`src/rtl/hazard_pkg.sv`:
```
// Shared types and defaults for the hazard/stall controller.
package hazard_pkg;
  localparam int REG_W          = 5;
  localparam int MD_TIMEOUT_DEF = 64;
  localparam int CNT_W_DEF      = 16;

  typedef enum logic {IDLE, MD_WAIT} state_t;
endpackage

```
`src/rtl/hazard_stall_controller_load_use_detect.sv`:
```
// Load-use hazard detection between the EX-stage load and the ID-stage sources.
module load_use_detect
  import hazard_pkg::*;
(
  input  logic             IDEX_MemoryRead,
  input  logic [REG_W-1:0] IDEX_rd,
  input  logic [REG_W-1:0] IFID_rs1,
  input  logic [REG_W-1:0] IFID_rs2,
  output logic             load_use
);
  // x0 is hardwired zero, so a load into it never creates a dependency.
  assign load_use = IDEX_MemoryRead && (IDEX_rd != '0) &&
                    ((IDEX_rd == IFID_rs1) || (IDEX_rd == IFID_rs2));
endmodule

```
`src/rtl/hazard_stall_controller.sv`:
```
// Execute-stage hazard/stall sequencer: load-use bubbles and mul/div freeze.
// Optional mul/div watchdog enabled by defining HAZARD_WATCHDOG_EN.
module hazard_stall_controller
  import hazard_pkg::*;
#(
  parameter int MD_TIMEOUT = MD_TIMEOUT_DEF,
  parameter int CNT_W      = CNT_W_DEF
) (
  input  logic             clk,
  input  logic             rst,
  input  logic             IDEX_MemoryRead,
  input  logic             IDEX_MulDiv,
  input  logic [REG_W-1:0] IDEX_rd,
  input  logic [REG_W-1:0] IFID_rs1,
  input  logic [REG_W-1:0] IFID_rs2,
  input  logic             md_done,
  output logic             md_start,
  output logic             PC_write,
  output logic             IFID_write,
  output logic             IDEX_write,
  output logic             IDEX_flush,
  output logic             EXMEM_bubble,
  output logic [CNT_W-1:0] stall_cycles,
  output logic             md_timeout
);
  state_t state, state_nxt;
  logic   load_use;
  logic   timeout_hit;
  logic   md_release;

  load_use_detect u_load_use (
    .IDEX_MemoryRead (IDEX_MemoryRead),
    .IDEX_rd         (IDEX_rd),
    .IFID_rs1        (IFID_rs1),
    .IFID_rs2        (IFID_rs2),
    .load_use        (load_use)
  );

`ifdef HAZARD_WATCHDOG_EN
  localparam int WAIT_W = $clog2(MD_TIMEOUT + 1);
  logic [WAIT_W-1:0] wait_cnt;
  logic              timeout_q;

  // wait_cnt holds the number of MD_WAIT cycles already completed.
  assign timeout_hit = (state == MD_WAIT) && !md_done &&
                       (wait_cnt == WAIT_W'(MD_TIMEOUT - 1));

  always_ff @(posedge clk or posedge rst) begin
    if (rst) begin
      wait_cnt  <= '0;
      timeout_q <= 1'b0;
    end else begin
      wait_cnt <= (state == MD_WAIT && state_nxt == MD_WAIT) ? wait_cnt + 1'b1 : '0;
      if (timeout_hit) timeout_q <= 1'b1;
    end
  end
  assign md_timeout = timeout_q;
`else
  assign timeout_hit = 1'b0;
  assign md_timeout  = 1'b0;
`endif

  assign md_release = md_done || timeout_hit;

  always_ff @(posedge clk or posedge rst) begin
    if (rst) state <= IDLE;
    else     state <= state_nxt;
  end

  always_comb begin
    state_nxt    = state;
    md_start     = 1'b0;
    PC_write     = 1'b1;
    IFID_write   = 1'b1;
    IDEX_write   = 1'b1;
    IDEX_flush   = 1'b0;
    EXMEM_bubble = 1'b0;
    if (!rst) begin
      case (state)
        IDLE: begin
          // MulDiv outranks load_use; md_done is meaningless here.
          if (IDEX_MulDiv) begin
            md_start     = 1'b1;
            PC_write     = 1'b0;
            IFID_write   = 1'b0;
            IDEX_write   = 1'b0;
            EXMEM_bubble = 1'b1;
            state_nxt    = MD_WAIT;
          end else if (load_use) begin
            PC_write   = 1'b0;
            IFID_write = 1'b0;
            IDEX_flush = 1'b1;
          end
        end
        MD_WAIT: begin
          if (md_release) begin
            state_nxt = IDLE;
          end else begin
            PC_write     = 1'b0;
            IFID_write   = 1'b0;
            IDEX_write   = 1'b0;
            EXMEM_bubble = 1'b1;
          end
        end
        default: state_nxt = IDLE;
      endcase
    end
  end

  always_ff @(posedge clk or posedge rst) begin
    if (rst)                                   stall_cycles <= '0;
    else if (!PC_write && stall_cycles != '1)  stall_cycles <= stall_cycles + 1'b1;
  end
endmodule
```
`config.mk`:
```
export PLATFORM = sky130hd
export DESIGN_NAME = hazard_stall_controller
export DESIGN_NICKNAME = d
export VERILOG_FILES = /design/src/rtl/hazard_pkg.sv /design/src/rtl/hazard_stall_controller_load_use_detect.sv /design/src/rtl/hazard_stall_controller.sv
export SDC_FILE = /design/constraint.sdc
export NUM_CORES = 1
export LEC_CHECK = 0
export ABC_AREA = 1
export CORE_MARGIN = 2
export CORE_UTILIZATION = 49
export DETAILED_ROUTE_END_ITERATION = 8
export GPL_ROUTABILITY_DRIVEN = 0
export MAX_ROUTING_LAYER = met4
export PLACE_DENSITY = 0.85
export SYNTH_ARGS = -nofsm -noshare
export SYNTH_HDL_FRONTEND = slang
export SYNTH_SLANG_ARGS = --single-unit
export TNS_END_PERCENT = 30
```
`constraint.sdc`:
```
create_clock -name clk -period 3.63 [get_ports clk]
set_input_delay 0.726 -clock clk [delete_from_list [all_inputs] [get_ports clk]]
set_output_delay 0.726 -clock clk [all_outputs]
set_load 0.02 [all_outputs]
```
After elaboration in Yosys (flattened, before gate mapping)
Cells that the tools add are included.
- bits in registers: 17
- latch bits: 0
- RAM bits: 0
- ROM bits: 0
- word-level logic and storage cells: 31
- memories kept: 0
- $add $sub $neg: 1
- multiply operators: 0
- divide/modulo/power cells: 0
- $lt $le $gt $ge: 0
- equality and inequality tests: 3
- shift operators: 0
- mux-type cells: 18
- bitwise logic cells: 1
- reduce and logical (&&, ||, !) cells: 6
- operators with widths (kind ; number):
    $add A16 B1 Y16 const B ; 1
    $ne A16 B16 Y1 const B ; 1
    $mux W1 ; 15
    $eq A5 B5 Y1 ; 2
    $pmux W1 S2 ; 3
    $reduce_bool A5 Y1 ; 1
    $logic_and A1 B1 Y1 ; 3
    $logic_not A1 Y1 ; 1
    $logic_or A1 B1 Y1 ; 1
    $not A1 Y1 ; 1

Logic depth before layout (Yosys ltp)
Gate-level depths: netlist (run 1).
- depth after elaboration: 9
- mapped depth: 12

Cells and area by module
From an unflattened synthesis (run 1), not the netlist that was laid out.
- cells, all modules: 211
- area, all modules: 1311.3 um2
- modules (own cells, without submodules) (module ; times used ; cells an instance ; area an instance (um2) ; sequential area each (um2)):
    hazard_stall_controller ; 1 ; 166 ; 1116.1 ; 425.4
    load_use_detect ; 1 ; 45 ; 195.2 ; 0.0

Worst setup path after synthesis (run 1)
OpenSTA, ideal clock, no wires.
- path kind: input-to-output
- start point: in rst
- end point: out PC_write
- arrival time: 2.429 ns
- required time: 2.904 ns
- path slack: 0.475 ns
- cell stages on the path: 8
- buffers on the path: 2
- cells stage by stage: inv_1 -> nand2_1 -> nor2_1 -> inv_1 -> nand2_4 -> buf_6 -> inv_1 -> buf_4
- cells in the longest elaborated chain, start to end: 1
- ends and longest elaborated chain (element ; RTL line ; RTL):
    start, declared ; hazard_stall_controller.sv:10 ; input logic rst,
    $mux W1 ; n/a ;
    end, declared ; hazard_stall_controller.sv:18 ; output logic PC_write,
No other way between the ends.

Worst setup path in the final report (run 1)
- start point: in IDEX_rd[2]
- end point: out IDEX_flush
- cells in the longest elaborated chain, start to end: 7
- elaborated cells on any way between the ends: 10
- ends and longest elaborated chain (element ; RTL line ; RTL):
    start, declared ; hazard_stall_controller.sv:13 ; input logic [REG_W-1:0] IDEX_rd,
    $eq A5 B5 Y1 / $reduce_bool A5 Y1 (equally long branches) ; hazard_stall_controller_load_use_detect.sv:13, hazard_stall_controller_load_use_detect.sv:12 ;
    $logic_or A1 B1 Y1 / $logic_and A1 B1 Y1 (equally long branches) ; hazard_stall_controller_load_use_detect.sv:13, hazard_stall_controller_load_use_detect.sv:12 ;
    $logic_and A1 B1 Y1 (*) ; hazard_stall_controller_load_use_detect.sv:12 ; assign load_use = IDEX_MemoryRead && (IDEX_rd != '0) &&
    $mux W1 (*) ; hazard_stall_controller.sv:89 ; end else if (load_use) begin
    $mux W1 (*) ; hazard_stall_controller.sv:82 ; if (IDEX_MulDiv) begin
    $mux W1 (*) ; hazard_stall_controller.sv:79 ; case (state)
    $mux W1 (*) ; hazard_stall_controller.sv:78 ; if (!rst) begin
    end, declared ; hazard_stall_controller.sv:21 ; output logic IDEX_flush,
Every way passes the cells marked *; elsewhere a longest branch is shown, timed or not.

==> results.md, run 1 <==
* Status: complete, no violations
* I/O Pins at 43
* Leakage at roughly 0.87 nW
* Clock transition at the registers of the reported paths at roughly 90 ps
* Vias in the first global route at approximately 1200
* DPL Wire Length at 2.250 mm
* Critical Path Sink Type: output pin
* Critical path, cell by cell: clkdlybuf4s50_1 > inv_2 > nand2_1 > nand2_1 > nor2_1 > nand3_1 > nand2_2 > nand3_1 > nor3_1 > clkdlybuf4s50_1
* Total power at between 0.5 and 0.6 mW
* Most frequent cells in the layout: nand2_1 (69), clkdlybuf4s50_1 (41), nand3_1 (24)
* Setup violators final at 0
* TritonCTS clock tree: yes
* Tmin final at 3239 ps
* Syn Area/Cell at ~6.8 µm²
* CP arrival at ~2500 ps
* Clock Latency Late Sink at about 300 ps
* Worst-case reg-to-reg path depth at 8
* # hold bufs at CTS at 0
* Clock Path Buffers at 2
* Crit Path Category: input port to output pin
* Synth cell types at 21
* Worst min path class: flop to flop
* Drt total wl at ~2.9 mm
* Tcrit/Tclk final at approximately nine tenths
* CP max-delay cell: clkdlybuf4s50_1
* Worst-path maximum fanout at 3
* Clock Skew at around 3.0 ps
* Syn Inst Count at 193
* Post-CTS Setup Inserts at 0
* Layout cells sized above 1 at between 8 and 9%
* Aggregate negative setup slack at 0 ps
* Routed length per placed instance at between 10 and 15 µm
* Area Overhead vs Synth at 33.84%
* Startpoint Class: input port
* Initial Utilization at 52.50%
* CP Data Required Time at 2900 ps
* First-pass GRT wire length at between 5 and 6 mm
* RSZ-0062 raised after global routing: false
* Fin. max-slew vios at 0
* H-tree level count at 1
* Most common cell after layout, fill and taps aside: nand2_1
* Number of synthesized register bits at 17
* Placed cell areas at roughly 1700 µm²
* TritonRoute pass-1 iters at 4
* GRT Util Overall at between 20% and 30%
* Clock buffer count from CTS at 3
* CTS root buffer: clkbuf_4
* Cell area after synthesis at around 1300 µm²
* Overall die width at 55.76 µm
* Hold Path Stages at 2
* Largest net degree at the start of global routing at 19
* Port-buffer cells at 41
* Core Region at about 2500 µm²
* CTS resizes at 0
* Yosys Warn Count at 0
* Top cells by area, synth: dfrtp_1 (32%), nand2_1 (20%), nand3_1 (9.2%), inv_1 (6.3%), xnor2_1 (5.3%)
* Synth area leader: dfrtp_1
* Post-layout net count at 257
* Antenna violations before repair at 0
* Via Count at between 1000 and 1500
* Num Clock Sinks at 17
* Diodes inserted at 0
* Die ar. at slightly above 3000 µm²
* Max incr delay on CP at just over 600 ps
* Top cell type's share of synthesized area at 32.41%
* Pwr per Cell Area at around 330 nW/µm²
* Max Freq at roughly 300 MHz
* Post-route DRC at 0
* Row count at 18
* Number of vias per cell at ~5
* Syn nets at about 210
* Gr ovfl total at 0
* Seq/Total Area, Yosys at about a third
* Final ANT Viol Nets at 0
* Final hold vios at 0
* Max Cap Viol at 0
* Fin area at between 1500 and 2000 µm²
* DRT iter0 DRCs at 38
* R2R setup slack at 1920 ps
* Die height at around 56 µm
* Worst vdd ir at between 0.2 and 0.3 mV
synthesized netlist by cell type (all sizes together):
cell	n
dfrtp	17
conb	1
inv	25
ha	1
nor4	1
buf	5
nor2	18
nand3	26
nand2	76
nand4	3
o21ai	1
xnor2	8
xor2	7
nor3	4
layer usage:
layer  track usage, %  part of all wire (%)  up-vias  wire, µm
met1            26.96                    46      584      1344
met2            35.03                    47       31      1354
met3            4.651                   6.0        6       174
met4            7.666                   1.3        0        38
li1                 -                     -      682         -
met5                -                     0        -         0
final cells by class:
class / count / area, µm²
sequential: 17 / 425.4
multi-input combinational: 146 / 748.2
inverter: 25 / 93.84
fill: 224 / 743.2
clock buffer: 4 / 26.28
timing repair buffer: 43 / 425.4
tap: 30 / 37.54
through the flow:
stage	worst slack [ps]	hold slack, ps	instances	utilization (%)
6_report	390.5	556.2	265	70.27
5_1_grt	214.2	592.8	265	70.27
4_1_cts	390.1	561.6	265	70.27
3_5_place_dp	393.5	535.0	261	69.22
3_3_place_gp	392.4	518.5	261	69.22
2_1_floorplan	474.9	507.3	193	-
where the power goes:
| group | total, mW | internal [mW] | switching [mW] | leakage [nW] |
|---|---|---|---|---|
| clock network | 0.104 | 0.0430 | 0.0606 | 0.0150 |
| logic | 0.226 | 0.109 | 0.117 | 0.626 |
| registers | 0.254 | 0.214 | 0.0401 | 0.230 |
flip-flops by register name, indices dropped and copies added (netlist names):
| register | cells |
|---|---|
| state | 1 |
| stall_cycles | 16 |
final timing paths:
path                                  start                to
hold / removal             stall_cycles[15]  stall_cycles[15]
setup reg to reg            stall_cycles[0]  stall_cycles[12]
setup / recovery                 IDEX_rd[2]        IDEX_flush
min in group asynchronous               rst   stall_cycles[2]
max in group asynchronous               rst  stall_cycles[12]
hold reg to reg            stall_cycles[15]  stall_cycles[15]
critical path, delay by kind of cell:
kind	cells	cell delay (ps)
buffers and inverters	3	1200
AND/OR/NAND/NOR	7	590
kinds of logic (layout without fill, tap and decap cells):
logic type | after synthesis | in the layout | synth area share [%]
simple gates | 128 | 128 | 45.38
buf+inv | 30 | 72 | 10.58
flops | 17 | 17 | 32.41
xor+xnor | 15 | 15 | 10.01
fa+ha+maj | 1 | 1 | 0.9531
other cells | 1 | 1 | 0.2857
compound gates | 1 | 1 | 0.3809
Power figures use the tool's default switching activity.
==> inputs of run 2 (changes only) <==
--- a/config.mk
+++ b/config.mk
@@ -7,11 +7,11 @@
 export LEC_CHECK = 0
 export ABC_AREA = 1
 export CORE_MARGIN = 2
-export CORE_UTILIZATION = 49
+export CORE_UTILIZATION = 41
 export DETAILED_ROUTE_END_ITERATION = 8
 export GPL_ROUTABILITY_DRIVEN = 0
 export MAX_ROUTING_LAYER = met4
-export PLACE_DENSITY = 0.85
+export PLACE_DENSITY = 0.75
 export SYNTH_ARGS = -nofsm -noshare
 export SYNTH_HDL_FRONTEND = slang
 export SYNTH_SLANG_ARGS = --single-unit
==> constraint.sdc (replaced) <==
create_clock -name clk -period 2.82 [get_ports clk]
set_input_delay 0.564 -clock clk [delete_from_list [all_inputs] [get_ports clk]]
set_output_delay 0.564 -clock clk [all_outputs]
set_load 0.02 [all_outputs]
==> run 2 against run 1 <==
First-iteration DRC count decreased by 5.3%. Non-clock buffer count is 1 higher. Utilization fell by 12 points. Via count fell by 2.2%. Sequential power is 28% higher. Highest routed layer unchanged.
==> results.md, run 2 (same netlist as run 1, synthesis figures left out) <==
* CP arrival at 2090 ps
* Area Overhead vs Synth at 35.84%
* Post-route DRC at 0
* Max incr delay on CP at between 600 and 700 ps
* Setup violators final at 0
* Crit Path Category: input port to output pin
* Tmin final at around 2600 ps
* CP Data Required Time at 2260 ps
* Most common cell after layout, fill and taps aside: nand2_1
* RSZ-0062 raised after global routing: false
* Core Region at around 3100 µm²
* First-pass GRT wire length at slightly above 5 mm
* Startpoint Class: input port
* Biggest register: stall_cycles
* Worst-path maximum fanout at 3
* Largest regs: stall_cycles x16, state x1
* Hold Path Stages at 2
* Worst min path class: flop to flop
* Number of vias per cell at 4.550
* Filler Cells Inserted at between 300 and 400
* Tcrit/Tclk final at between 90% and 100%
* Overall die width at between 60 and 70 µm
* Final worst setup slack at 170.4 ps
* Layout cells sized above 1 at just under 10%
* Critical Path Sink Type: output pin
* Pwr per Cell Area at around 420 nW/µm²
* Most used cell along the critical path: clkdlybuf4s50_1
* Die height at between 60 and 70 µm
* Setup WS pre-CTS at -121.6 ps
* DRT iter0 DRCs at 36
* Final hold vios at 0
* Most frequent cells in the layout: nand2_1 (69), clkdlybuf4s50_1 (38), nand3_1 (24)
* Min-Delay Endpoint: stall_cycles[13]
* Routed length per placed instance at roughly 11 µm
* Util after Layout at 58.40%
* Fin. max-slew vios at 0
* TritonCTS clock tree: yes
* Via Count at 1274
* Worst r2r src: stall_cycles[0]
* Clock Path Buffers at 2
* Critical path, cell by cell: clkdlybuf4s50_1 > clkinvlp_4 > nand2_1 > nor2_1 > inv_1 > clkdlybuf4s50_1
* Drt total wl at between 3 and 4 mm
* Leakage at about 0.88 nW
* Status: complete, no violations
* Initial Utilization at between 40% and 50%
* I/O Pins at 43
* Flip-flop count of the largest register after layout at 16
* Antenna violations before repair at 0
* HP Start: stall_cycles[13]
* Final ANT Viol Nets at 0
* Diodes inserted at 0
* Clock transition at the registers of the reported paths at 110 ps
* Largest net degree at the start of global routing at 19
* FF/Latch Area at 425.4 µm²
* TritonRoute pass-1 iters at 4
* Area occupied by multi-input gates at ~750 µm²
* Worst vdd ir at ~0.23 mV
* Clock Skew at 11.28 ps
* Vias in the first global route at about 1200
* Max Freq at 377.4 MHz
* Row count at 20
* H-tree level count at 1
* CTS root buffer: clkbuf_4
* Worst-case reg-to-reg path depth at 7
* DPL Wire Length at between 2 and 2.5 mm
* Die ar. at roughly 3700 µm²
* Clock Latency Late Sink at approximately 300 ps
* Port-buffer cells at 41
* Gr ovfl total at 0
* Post-layout net count at ~260
* R2R setup slack at roughly 1100 ps
* Clock buffer count from CTS at 3
* Max Cap Viol at 0
* Reg2Reg Capture Point: stall_cycles[5]
* Num Clock Sinks at 17
* CP max-delay cell: clkdlybuf4s50_1
* # hold bufs at CTS at 0
* GRT Util Overall at a little under a fifth
* Post-CTS Setup Inserts at 0
run 2: area by class of cell:
cell class | count | area share [%]
clock buffer | 3 | 1.263
clock inverter | 1 | 0.2807
inverter | 25 | 5.474
multi-input combinational | 146 | 41.96
sequential | 17 | 23.86
tap | 44 | 3.088
timing repair buffer | 44 | 24.07
run 2: timing repair:
item | 4_1_cts | 5_1_grt
endpoints found under the setup margin | 3 | 0
endpoints found under the hold margin | 0 | 0
gates resized for setup | 3 | 0
run 2: critical path, delay by kind of cell:
family / cells / cell delay (ps)
buffers and inverters: 4 / 1390
AND/OR/NAND/NOR: 2 / 130
run 2: worst max-delay path by stage:
stage	end	slack, ps	startpoint
2_1_floorplan	PC_write	200	rst
3_3_place_gp	IDEX_flush	-110	IDEX_rd[1]
3_5_place_dp	IDEX_flush	-120	IDEX_rd[1]
4_1_cts	IDEX_write	150	rst
5_1_grt	IDEX_flush	3	IDEX_rd[0]
6_report	IDEX_write	170	rst
run 2: power breakdown:
| group | internal, mW | switching [mW] | total, mW |
|---|---|---|---|
| clock network | 0.0529 | 0.0849 | 0.138 |
| logic | 0.139 | 0.154 | 0.293 |
| registers | 0.275 | 0.0505 | 0.326 |
| total | 0.467 | 0.289 | 0.756 |
run 2: per-layer routing:
layer | wire length [µm] | part of all wire [%] | track usage [%]
met4 | 44 | 1.4 | 6.522
met1 | 1431 | 47 | 24.33
met5 | 0 | 0 | -
met2 | 1457 | 48 | 31.64
met3 | 120 | 3.9 | 2.132
run 2: through the flow:
stage / area [µm²] / hold slack [ps] / std cells / power, mW / TNS [ps]
after CTS: 1783 / 547.0 / 280 / 0.7666 / 0
after floorplan: 1316 / 401.9 / 193 / 0.4954 / 0
after global placement: 1759 / 518.1 / 276 / 0.6197 / -135.6
final: 1783 / 545.9 / 280 / 0.7560 / 0
after global routing: 1783 / 573.9 / 280 / 0.8074 / 0
after detailed placement: 1759 / 519.8 / 276 / 0.6291 / -170.3
